--- src/rtl/itch_pkg.sv ---
// Shared ITCH definitions: word geometry, buffered-word record, buffer occupancy
// states and the message-length lookup also used by the downstream decoders.
package itch_pkg;

  localparam int ITCH_WORD_BYTES = 8;
  localparam int ITCH_NB_W       = $clog2(ITCH_WORD_BYTES + 1);

  typedef struct packed {
    logic [8*ITCH_WORD_BYTES-1:0] data;
    logic [ITCH_WORD_BYTES-1:0]   keep;
    logic                         last;
    logic [ITCH_NB_W-1:0]         nbytes;
  } itch_word_t;

  typedef enum logic [1:0] {
    BUF_EMPTY,
    BUF_ONE,
    BUF_TWO
  } buf_state_e;

  // Compact in-house layout: type byte followed by the fixed fields.
  function automatic logic [7:0] itch_length(input logic [7:0] msg_type);
    case (msg_type)
      8'h41:   return 8'd26; // A add
      8'h44:   return 8'd9;  // D delete
      8'h58:   return 8'd13; // X cancel
      8'h55:   return 8'd25; // U replace
      8'h45:   return 8'd13; // E execute
      default: return 8'd0;
    endcase
  endfunction

endpackage

--- src/rtl/itch_word_serializer_if.sv ---
// Word-stream handshake between the transport unpacker and the serializer.
interface itch_word_serializer_if
  import itch_pkg::*;
#(
  parameter int WORD_BYTES = ITCH_WORD_BYTES
);
  logic [8*WORD_BYTES-1:0] s_data;
  logic [WORD_BYTES-1:0]   s_keep;
  logic                    s_last;
  logic                    s_valid;
  logic                    s_ready;

  modport master (output s_data, s_keep, s_last, s_valid, input s_ready);
  modport slave  (input s_data, s_keep, s_last, s_valid, output s_ready);
endinterface

--- src/rtl/itch_keep_check.sv ---
// Combinational lane-mask check: legal masks are nonzero and contiguous from lane 0.
module itch_keep_check #(
  parameter int WB = 8
) (
  input  logic [WB-1:0]            keep,
  output logic                     legal,
  output logic [$clog2(WB+1)-1:0]  nbytes
);
  localparam int NBW = $clog2(WB + 1);

  logic [WB-1:0] keep_p1;

  always_comb begin
    keep_p1 = keep + 1'b1;
    // Low-aligned run of ones turns into a single carry, so keep & (keep+1) is zero.
    legal   = (keep != '0) && ((keep & keep_p1) == '0);
    nbytes  = '0;
    for (int unsigned i = 0; i < WB; i++) begin
      nbytes = nbytes + NBW'(keep[i]);
    end
  end
endmodule

--- src/rtl/itch_word_serializer.sv ---
// Two-slot word buffer feeding the ITCH decoders one byte per cycle, with
// frame accounting, illegal-mask detection and mid-frame underrun flags.
module itch_word_serializer
  import itch_pkg::*;
#(
  parameter int WORD_BYTES  = ITCH_WORD_BYTES,
  parameter int FRAME_CNT_W = 16
) (
  input  logic                   clk,
  input  logic                   rst,
  itch_word_serializer_if.slave  s,
  output logic [7:0]             byte_out,
  output logic                   valid_out,
  output logic                   frame_end,
  output logic [FRAME_CNT_W-1:0] frame_bytes,
  output logic                   keep_error,
  output logic                   underrun
);
  localparam int LW = $clog2(WORD_BYTES);

  buf_state_e           st, st_n;
  itch_word_t           cur, cur_n, nxt, nxt_n, in_w;
  logic [LW-1:0]        lane, lane_n;
  logic                 rdy_q;
  logic [FRAME_CNT_W-1:0] cnt, cnt_n, cnt_after, fb_n;
  logic                 in_frame, inf_n;
  logic [7:0]           byte_n;
  logic                 valid_n, fe_n, ke_n, ur_n;
  logic                 acc, take, emit_last, close, lane_is_last;
  logic                 kc_legal;
  logic [ITCH_NB_W-1:0] kc_nbytes;

  itch_keep_check #(.WB(WORD_BYTES)) u_keep_check (
    .keep   (s.s_keep),
    .legal  (kc_legal),
    .nbytes (kc_nbytes)
  );

  assign s.s_ready = rdy_q;

  always_comb begin
    in_w.data   = s.s_data;
    in_w.keep   = s.s_keep;
    in_w.last   = s.s_last;
    in_w.nbytes = kc_nbytes;
  end

  always_comb begin
    st_n      = st;
    cur_n     = cur;
    nxt_n     = nxt;
    lane_n    = lane;
    byte_n    = '0;
    valid_n   = 1'b0;
    emit_last = 1'b0;
    fe_n      = 1'b0;
    fb_n      = '0;
    cnt_n     = cnt;
    inf_n     = in_frame;
    acc       = s.s_valid & rdy_q;
    take      = acc & kc_legal;
    ke_n      = acc & ~kc_legal;
    lane_is_last = (ITCH_NB_W'(lane) == cur.nbytes - 1'b1);

    case (st)
      BUF_EMPTY: begin
        // Bypass: lane 0 of a word landing in an empty buffer goes straight out.
        if (take) begin
          valid_n = 1'b1;
          byte_n  = in_w.data[7:0];
          if (in_w.nbytes == ITCH_NB_W'(1)) begin
            emit_last = in_w.last;
          end else begin
            cur_n  = in_w;
            lane_n = LW'(1);
            st_n   = BUF_ONE;
          end
        end
      end
      default: begin
        valid_n = cur.keep[lane];
        byte_n  = cur.data[{lane, 3'b000} +: 8];
        if (lane_is_last) begin
          emit_last = cur.last;
          lane_n    = '0;
          if (st == BUF_TWO) begin
            cur_n = nxt;
            st_n  = BUF_ONE;
          end else if (take) begin
            cur_n = in_w;
          end else begin
            st_n = BUF_EMPTY;
          end
        end else begin
          lane_n = lane + 1'b1;
          if (take) begin
            nxt_n = in_w;
            st_n  = BUF_TWO;
          end
        end
      end
    endcase

    cnt_after = valid_n ? ((cnt == '1) ? cnt : cnt + 1'b1) : cnt;
    close     = emit_last | (ke_n & s.s_last);
    if (close) begin
      fe_n  = 1'b1;
      fb_n  = cnt_after;
      cnt_n = '0;
      inf_n = 1'b0;
    end else begin
      cnt_n = cnt_after;
      if (valid_n) inf_n = 1'b1;
    end
    ur_n = inf_n & ~valid_n;
  end

  always_ff @(posedge clk or posedge rst) begin
    if (rst) begin
      st          <= BUF_EMPTY;
      cur         <= '0;
      nxt         <= '0;
      lane        <= '0;
      rdy_q       <= 1'b0;
      cnt         <= '0;
      in_frame    <= 1'b0;
      byte_out    <= '0;
      valid_out   <= 1'b0;
      frame_end   <= 1'b0;
      frame_bytes <= '0;
      keep_error  <= 1'b0;
      underrun    <= 1'b0;
    end else begin
      st          <= st_n;
      cur         <= cur_n;
      nxt         <= nxt_n;
      lane        <= lane_n;
      rdy_q       <= (st_n != BUF_TWO);
      cnt         <= cnt_n;
      in_frame    <= inf_n;
      byte_out    <= byte_n;
      valid_out   <= valid_n;
      frame_end   <= fe_n;
      frame_bytes <= fb_n;
      keep_error  <= ke_n;
      underrun    <= ur_n;
    end
  end
endmodule
--- src/flat_wrapper.sv ---
// flat-port wrapper written by rule: the top's interface ports become plain ports
module itch_word_serializer_flat import itch_pkg::*;
#(
  parameter int WORD_BYTES  = ITCH_WORD_BYTES,
  parameter int FRAME_CNT_W = 16
)
  (clk, rst, byte_out, valid_out, frame_end, frame_bytes, keep_error, underrun, s_s_data, s_s_keep, s_s_last, s_s_valid, s_s_ready);
  itch_word_serializer_if #(.WORD_BYTES(WORD_BYTES)) s_i ();
  input  logic clk;
  input  logic rst;
  output logic [7:0] byte_out;
  output logic valid_out;
  output logic frame_end;
  output logic [FRAME_CNT_W-1:0] frame_bytes;
  output logic keep_error;
  output logic underrun;
  input wire logic [$bits(s_i.s_data)-1:0] s_s_data;
  input wire logic [$bits(s_i.s_keep)-1:0] s_s_keep;
  input wire logic [$bits(s_i.s_last)-1:0] s_s_last;
  input wire logic [$bits(s_i.s_valid)-1:0] s_s_valid;
  output wire logic [$bits(s_i.s_ready)-1:0] s_s_ready;
  assign s_i.s_data = s_s_data;
  assign s_i.s_keep = s_s_keep;
  assign s_i.s_last = s_s_last;
  assign s_i.s_valid = s_s_valid;
  assign s_s_ready = s_i.s_ready;
  itch_word_serializer #(.WORD_BYTES(WORD_BYTES), .FRAME_CNT_W(FRAME_CNT_W)) u_core (.clk(clk), .rst(rst), .s(s_i), .byte_out(byte_out), .valid_out(valid_out), .frame_end(frame_end), .frame_bytes(frame_bytes), .keep_error(keep_error), .underrun(underrun));
endmodule
--- config.mk ---
export PLATFORM = sky130hd
export DESIGN_NAME = itch_word_serializer_flat
export DESIGN_NICKNAME = d
export VERILOG_FILES = /design/src/rtl/itch_pkg.sv /design/src/rtl/itch_word_serializer_if.sv /design/src/rtl/itch_keep_check.sv /design/src/rtl/itch_word_serializer.sv /design/src/flat_wrapper.sv
export SDC_FILE = /design/constraint.sdc
export NUM_CORES = 1
export LEC_CHECK = 0
export ABC_AREA = 1
export CORE_MARGIN = 8
export CORE_UTILIZATION = 62
export DETAILED_ROUTE_END_ITERATION = 12
export PLACE_DENSITY = 0.91
export SLEW_MARGIN = 25
export SYNTH_ARGS = -nofsm -noshare
export SYNTH_HDL_FRONTEND = slang
export SYNTH_SLANG_ARGS = --single-unit
--- constraint.sdc ---
create_clock -name clk -period 20.9 [get_ports clk]
set_clock_uncertainty 0.05 [all_clocks]
set_input_delay 3.135 -clock clk [delete_from_list [all_inputs] [get_ports clk]]
set_output_delay 3.135 -clock clk [all_outputs]
set_load 0.03 [all_outputs]
==> results of run 1 <==
critical path, cell delays in order:
cell	delay, ns
clkdlybuf4s50_1	0.50
inv_1	0.12
fa_1	0.57
fa_1	0.43
fa_1	0.43
inv_1	0.06
ha_1	0.15
inv_1	0.05
fa_1	0.52
nand2_1	0.08
nand3b_1	0.16
nand2_1	0.14
nand2_2	0.07
buf_4	0.36
nand2_2	0.13
buf_4	0.61
nand2_1	0.17
nand2_1	0.12
synthesized netlist by cell type:
cell      number
nor3_1         1
inv_2         13
buf_4         10
buf_6         11
clkbuf_1      28
o21ai_1       72
buf_1          2
nor2_1       102
inv_1        112
ha_1           9
or2_2          1
nand4_1        6
fa_1           4
buf_2         28
nand3_2        3
o21ai_0      128
a21oi_1       16
nand2_2        5
xor2_1         4
nand3_1      117
nand3b_1       3
o22ai_1        6
nand2_1      422
o31ai_1        2
nor3_2         1
nor2_4         2
clkinv_1       1
dfrtp_1      205
o211ai_1      16
nand2_4        2
path summary, 6_finish.rpt:
| kind | slack [ns] | from | endpoint |
|---|---|---|---|
| max | 13.43 | s_s_keep[0] | u_core.cur[69]$_DFFE_PP0P_ |
| min | 0.42 | u_core.cur[31]$_DFFE_PP0P_ | u_core.cur[31]$_DFFE_PP0P_ |
| max reg2reg | 17.45 | u_core.lane[0]$_DFFE_PP0P_ | u_core.nxt[66]$_DFFE_PP0P_ |
| min reg2reg | 0.42 | u_core.cur[31]$_DFFE_PP0P_ | u_core.cur[31]$_DFFE_PP0P_ |
| max in group asynchronous | 16.46 | rst | u_core.nxt[61]$_DFFE_PP0P_ |
| min in group asynchronous | 3.16 | rst | u_core.underrun$_DFF_PP0_ |
per-layer routing:
layer  share of wire [%]  wire length, um  vias up  track usage [%]
met5                   0                0        -                0
met4                 3.6              906        0             10.1
met3                 7.2             1790       89             3.54
met2                  49            12100      396             40.4
met1                  41            10100     4221             31.9
li1                    -                -     4351                -
report_power, final:
part / switching, uW / internal [uW]
Combinational: 290 / 154
Sequential: 64.4 / 475
Clock: 154 / 224
kinds of logic (layout without fill, tap and decap cells):
| family | count (synthesis) | in the layout | share of synthesized area (%) |
|---|---|---|---|
| simple gates | 665 | 665 | 26.7 |
| compound gates | 240 | 240 | 12.2 |
| flops | 205 | 205 | 49.9 |
| buf+inv | 205 | 274 | 9.00 |
| fa+ha+maj | 13 | 13 | 1.88 |
| xor+xnor | 4 | 4 | 0.341 |
registers in the layout, summed over array words and instances, names as in the netlist:
name                flops
u_core.underrun         1
u_core.frame_bytes     16
u_core.in_frame         1
u_core.valid_out        1
u_core.nxt             77
u_core.cnt             16
u_core.st               2
u_core.keep_error       1
u_core.frame_end        1
u_core.s.s_ready        1
u_core.lane             3
u_core.byte_out         8
u_core.cur             77
layout make-up:
cell class	count	area share, %
Tap cell	220	2.31
Clock inverter	9	0.851
Clock buffer	28	4.97
Multi-Input combinational cell	922	35.5
Timing Repair Buffer	111	9.21
Inverter	126	4.03
Sequential cell	205	43.1
metrics by stage:
| stage | hold WS, ns | instances |
|---|---|---|
| floorplan | 0.387 | 1332 |
| global placement | 0.399 | 1584 |
| detailed placement | 0.405 | 1584 |
| CTS | 0.420 | 1621 |
| global route | 0.439 | 1621 |
| finish | 0.424 | 1621 |
==> results.cfg, run 1 <==
[outcome]
status = complete, no violations

[drt]
viasPerCell = 5.59
routed_wl_um = 24900
dr.pass1.iters = 7
drc_errors = 0
detail-route-antenna-nets = 0
drtIter0Drc = 945
wl_per_cell_um = 15.4
dr_total_vias = 9057

[final_layout]
fin_util_pct = 72.6
n_fill_cell = 1185
area_growth_pct = 15.9
layout-drive-gt1-share_pct = 5.00
layout.nets = 1476
multiInputGateArea_um2 = 4230
antenna_cells = 0
fin_area_um2 = 11900
mostFrequentLayoutCells = 422 x nand2_1, 205 x dfrtp_1, 128 x o21ai_0
layout_commonest_cell = nand2_1
seq_area_um2 = 5130

[synthesis]
synth_cell_types = 30
syn_inst = 1332
synth-seq-cells = 205
yosys_warnings = 0
syn-num-nets = 1421
ys_top_cells_by_area = dfrtp_1 50%, nand2_1 15%, o21ai_0 6.2%
synth_top_area_share_pct = 49.9
yosys.area.top_type = dfrtp_1
synth_area_um2 = 10300
syn_avg_cell_area_um2 = 7.71
ys_seq_area_share_pct = 49.9

[placed_design]
port_buffers = 104
place.gp.congestion = 0.903
placed_area_um2 = 11200
dpl.hpwl_um = 16000
preCtsSetupSlack_ns = 12.99

[timing]
fin_crit_ns = 7.47
hold_viol = 0
slew_viol_final = 0
clock.fmax_ghz = 0.134
setup_viol = 0
setup_tns_ns = 0
setup_slack_ns = 13.43
rsz0062_at_grt = false
slew_headroom_pct = 31.3
tightest_slew_ns = 1.03
fin_crit_sh_pct = 35.7

[floorplanning]
core_area_um2 = 16400
ios = 105
rows = 47
start_util_pct = 62.6
fp.dieH_um = 145
die_area_um2 = 20900
die_w_um = 145

[clock_tree]
ctsHoldBuffers = 0
worstSkewPairLatency_ns = 0.50
clk_pin_slew_ns = 0.06
numCtsBuffers = 21
htree_levels = 1
clock-sinks = 205
cts_setup_buffers = 0
clk_path_buf_depth = 3
root_buffer = clkbuf_16
cts_tree = yes
cts_resized = 0

[setup_path]
critPathLaunchType = input pin
required_ns = 21.29
critPathArrivalTime_ns = 7.85
cp-end-kind = flop
reg2regPathDepth = 11
cp_max_fo = 78
criticalPathCategory = input pin to flop

[pwr]
p_leak_uw = 0.00568
powerDensity_nw_per_um2 = 114
peakVddDrop_mv = 0.0606
total_power_uw = 1360

[global_routing]
track_usage_pct = 24.5
grt_pass1_vias = 8832
globalRouteOverflowTotal = 0
antenna_found_initial = 0
grt_max_degree = 123
grt_first_pass_wirelength_um = 41600

[min_path]
hold_path_depth = 2
hold_class = flop to flop

[run]
drv_cap = 0
Note: power is estimated with default switching activity, not from simulation.
==> inputs of run 2 (changes only) <==
CORE_UTILIZATION = 57   (was 62)
PLACE_DENSITY = 0.85   (was 0.91)
clock period = 7.85 ns   (was 20.9 ns; I/O delays follow)
==> results.cfg, run 2 (synthesized netlist as in run 1, its figures left out) <==
[placed_design]
place.gp.congestion = 0.877
dp.cells = 1594
dpl.hpwl_um = 16100
placed_area_um2 = 11200
port_buffers = 104

[pwr]
powerDensity_nw_per_um2 = 301
total_power_uw = 3580
p_leak_uw = 0.00568
peakVddDrop_mv = 0.251

[min_path]
hold_path_depth = 2
whs_endpoint = u_core.cur[57]$_DFFE_PP0P_
min-delay-start = u_core.cur[57]$_DFFE_PP0P_
hold_class = flop to flop

[clock_tree]
clock-sinks = 205
clk_pin_slew_ns = 0.06
htree_levels = 1
ctsHoldBuffers = 0
cts_setup_buffers = 0
cts_tree = yes
numCtsBuffers = 22
worstSkewPairLatency_ns = 0.51
clk_path_buf_depth = 3
cts_resized = 0
root_buffer = clkbuf_16

[drt]
detail-route-antenna-nets = 0
dr.pass1.iters = 5
drtIter0Drc = 919
routed_wl_um = 24300
dr_total_vias = 9007
drc_errors = 0
viasPerCell = 5.51
wl_per_cell_um = 14.9

[setup_path]
worst_path_most_repeated_cell = fa_1
reg2regPathDepth = 11
r2r_setup_slack_ns = 4.39
reg2reg_from = u_core.lane[0]$_DFFE_PP0P_
criticalPathCategory = input pin to flop
r2r-end = u_core.nxt[25]$_DFFE_PP0P_
critPathBufInv = 5
cp_top_family = adder cells
critPathLaunchType = input pin
cp_max_fo = 52
required_ns = 8.24
critPathArrivalTime_ns = 5.57
cp-end-kind = flop
slowest_delay_ns = 0.56
slowest_stage = fa_1
crit_chain = clkdlybuf4s50_1 > inv_1 > fa_1 > fa_1 > fa_1 > inv_1 > ha_1 > inv_1 > fa_1 > nand2_1 > nand3b_1 > nand2_1 > nand2_2 > buf_4 > nand3_1 > nand2_1

[floorplanning]
fp.dieH_um = 150
die_w_um = 150
core_area_um2 = 17800
start_util_pct = 57.6
rows = 49
ios = 105
die_area_um2 = 22600

[global_routing]
grt_first_pass_wirelength_um = 40700
globalRouteOverflowTotal = 0
grt_pass1_vias = 8416
antenna_found_initial = 0
grt_max_degree = 128
track_usage_pct = 21.7

[timing]
slew_viol_final = 0
rsz0062_at_grt = false
clock.fmax_ghz = 0.193
slew_headroom_pct = 32.2
hold_viol = 0
setup_viol = 0
tightest_slew_ns = 1.02
setup_tns_ns = 0
fin_crit_ns = 5.18
fin_crit_sh_pct = 66.0

[final_layout]
fin_util_pct = 66.8
area_growth_pct = 15.9
largestRegisters = u_core.cur (77), u_core.nxt (77)
mostFrequentLayoutCells = 422 x nand2_1, 205 x dfrtp_1, 128 x o21ai_0
antenna_cells = 0
layout_commonest_cell = nand2_1
layout.nets = 1478
fin_area_um2 = 11900
n_fill_cell = 1428
layout-drive-gt1-share_pct = 4.91
stdcell_count = 1634

[run]
drv_cap = 0

[outcome]
status = complete, no violations
## run 2: cell types whose count changed in the layout (fill, tap and decap cells not counted), sizes merged
cell and change:
clkbuf +6, bufinv -2, buf +1, clkinv +1, clkinvlp -1, inv -1
## run 2: report_power, final
group,switching [uW],leakage (uW),internal (uW)
Sequential,168,0.00228,1270
Clock,407,0.000336,558
Combinational,772,0.00306,410
## run 2: layout make-up
class                      count  area (um2)  share of cell area (%)
timing repair buffer         112        1100                    9.27
clock inverter                 6        41.3                   0.347
multi-input combinational    922        4230                    35.5
sequential                   205        5130                    43.1
tap                          229         287                    2.41
clock buffer                  34         636                    5.34
inverter                     126         480                    4.03
## run 2: how the worst max path moves through the flow
stage,cells past startpoint,to,startpoint,slack [ns]
after floorplan,1,u_core.byte_out[0]$_DFF_PP0_,rst,1.03
after global placement,16,u_core.cur[18]$_DFFE_PP0P_,s_s_keep[0],2.31
after detailed placement,16,u_core.cur[55]$_DFFE_PP0P_,s_s_keep[0],2.19
after CTS,16,u_core.cur[55]$_DFFE_PP0P_,s_s_keep[0],2.72
after global routing,16,u_core.frame_bytes[2]$_DFF_PP0_,s_s_keep[0],2.45
final,16,u_core.cur[55]$_DFFE_PP0P_,s_s_keep[0],2.67
## run 2: per-stage QoR
step,setup slack (ns),hold WS [ns]
final,2.67,0.415
after global routing,2.45,0.434
after CTS,2.72,0.418
after detailed placement,2.19,0.403
after global placement,2.31,0.399
after floorplan,1.03,0.387
## run 2: per-layer routing
metal	vias to the layer above	part of all wire, %	global-route usage [%]	wire (um)
met5	-	0	0	0
met4	0	2.6	7.15	625
met2	352	47	34.2	11400
met3	52	7.9	4.36	1910
met1	4238	43	29.7	10400
li1	4365	-	-	-
## run 2: worst reg2reg max path, cell delays in order (launching register included)
cell and delay, ns:
dfrtp_1 0.35, buf_4 0.25, inv_2 0.50, nand2_1 0.11, nand2_1 0.11, nand3_2 0.11, nor2_4 0.19, nor2_1 0.11
nand2_4 0.50, buf_4 0.75, nand2_1 0.21, o21ai_1 0.13
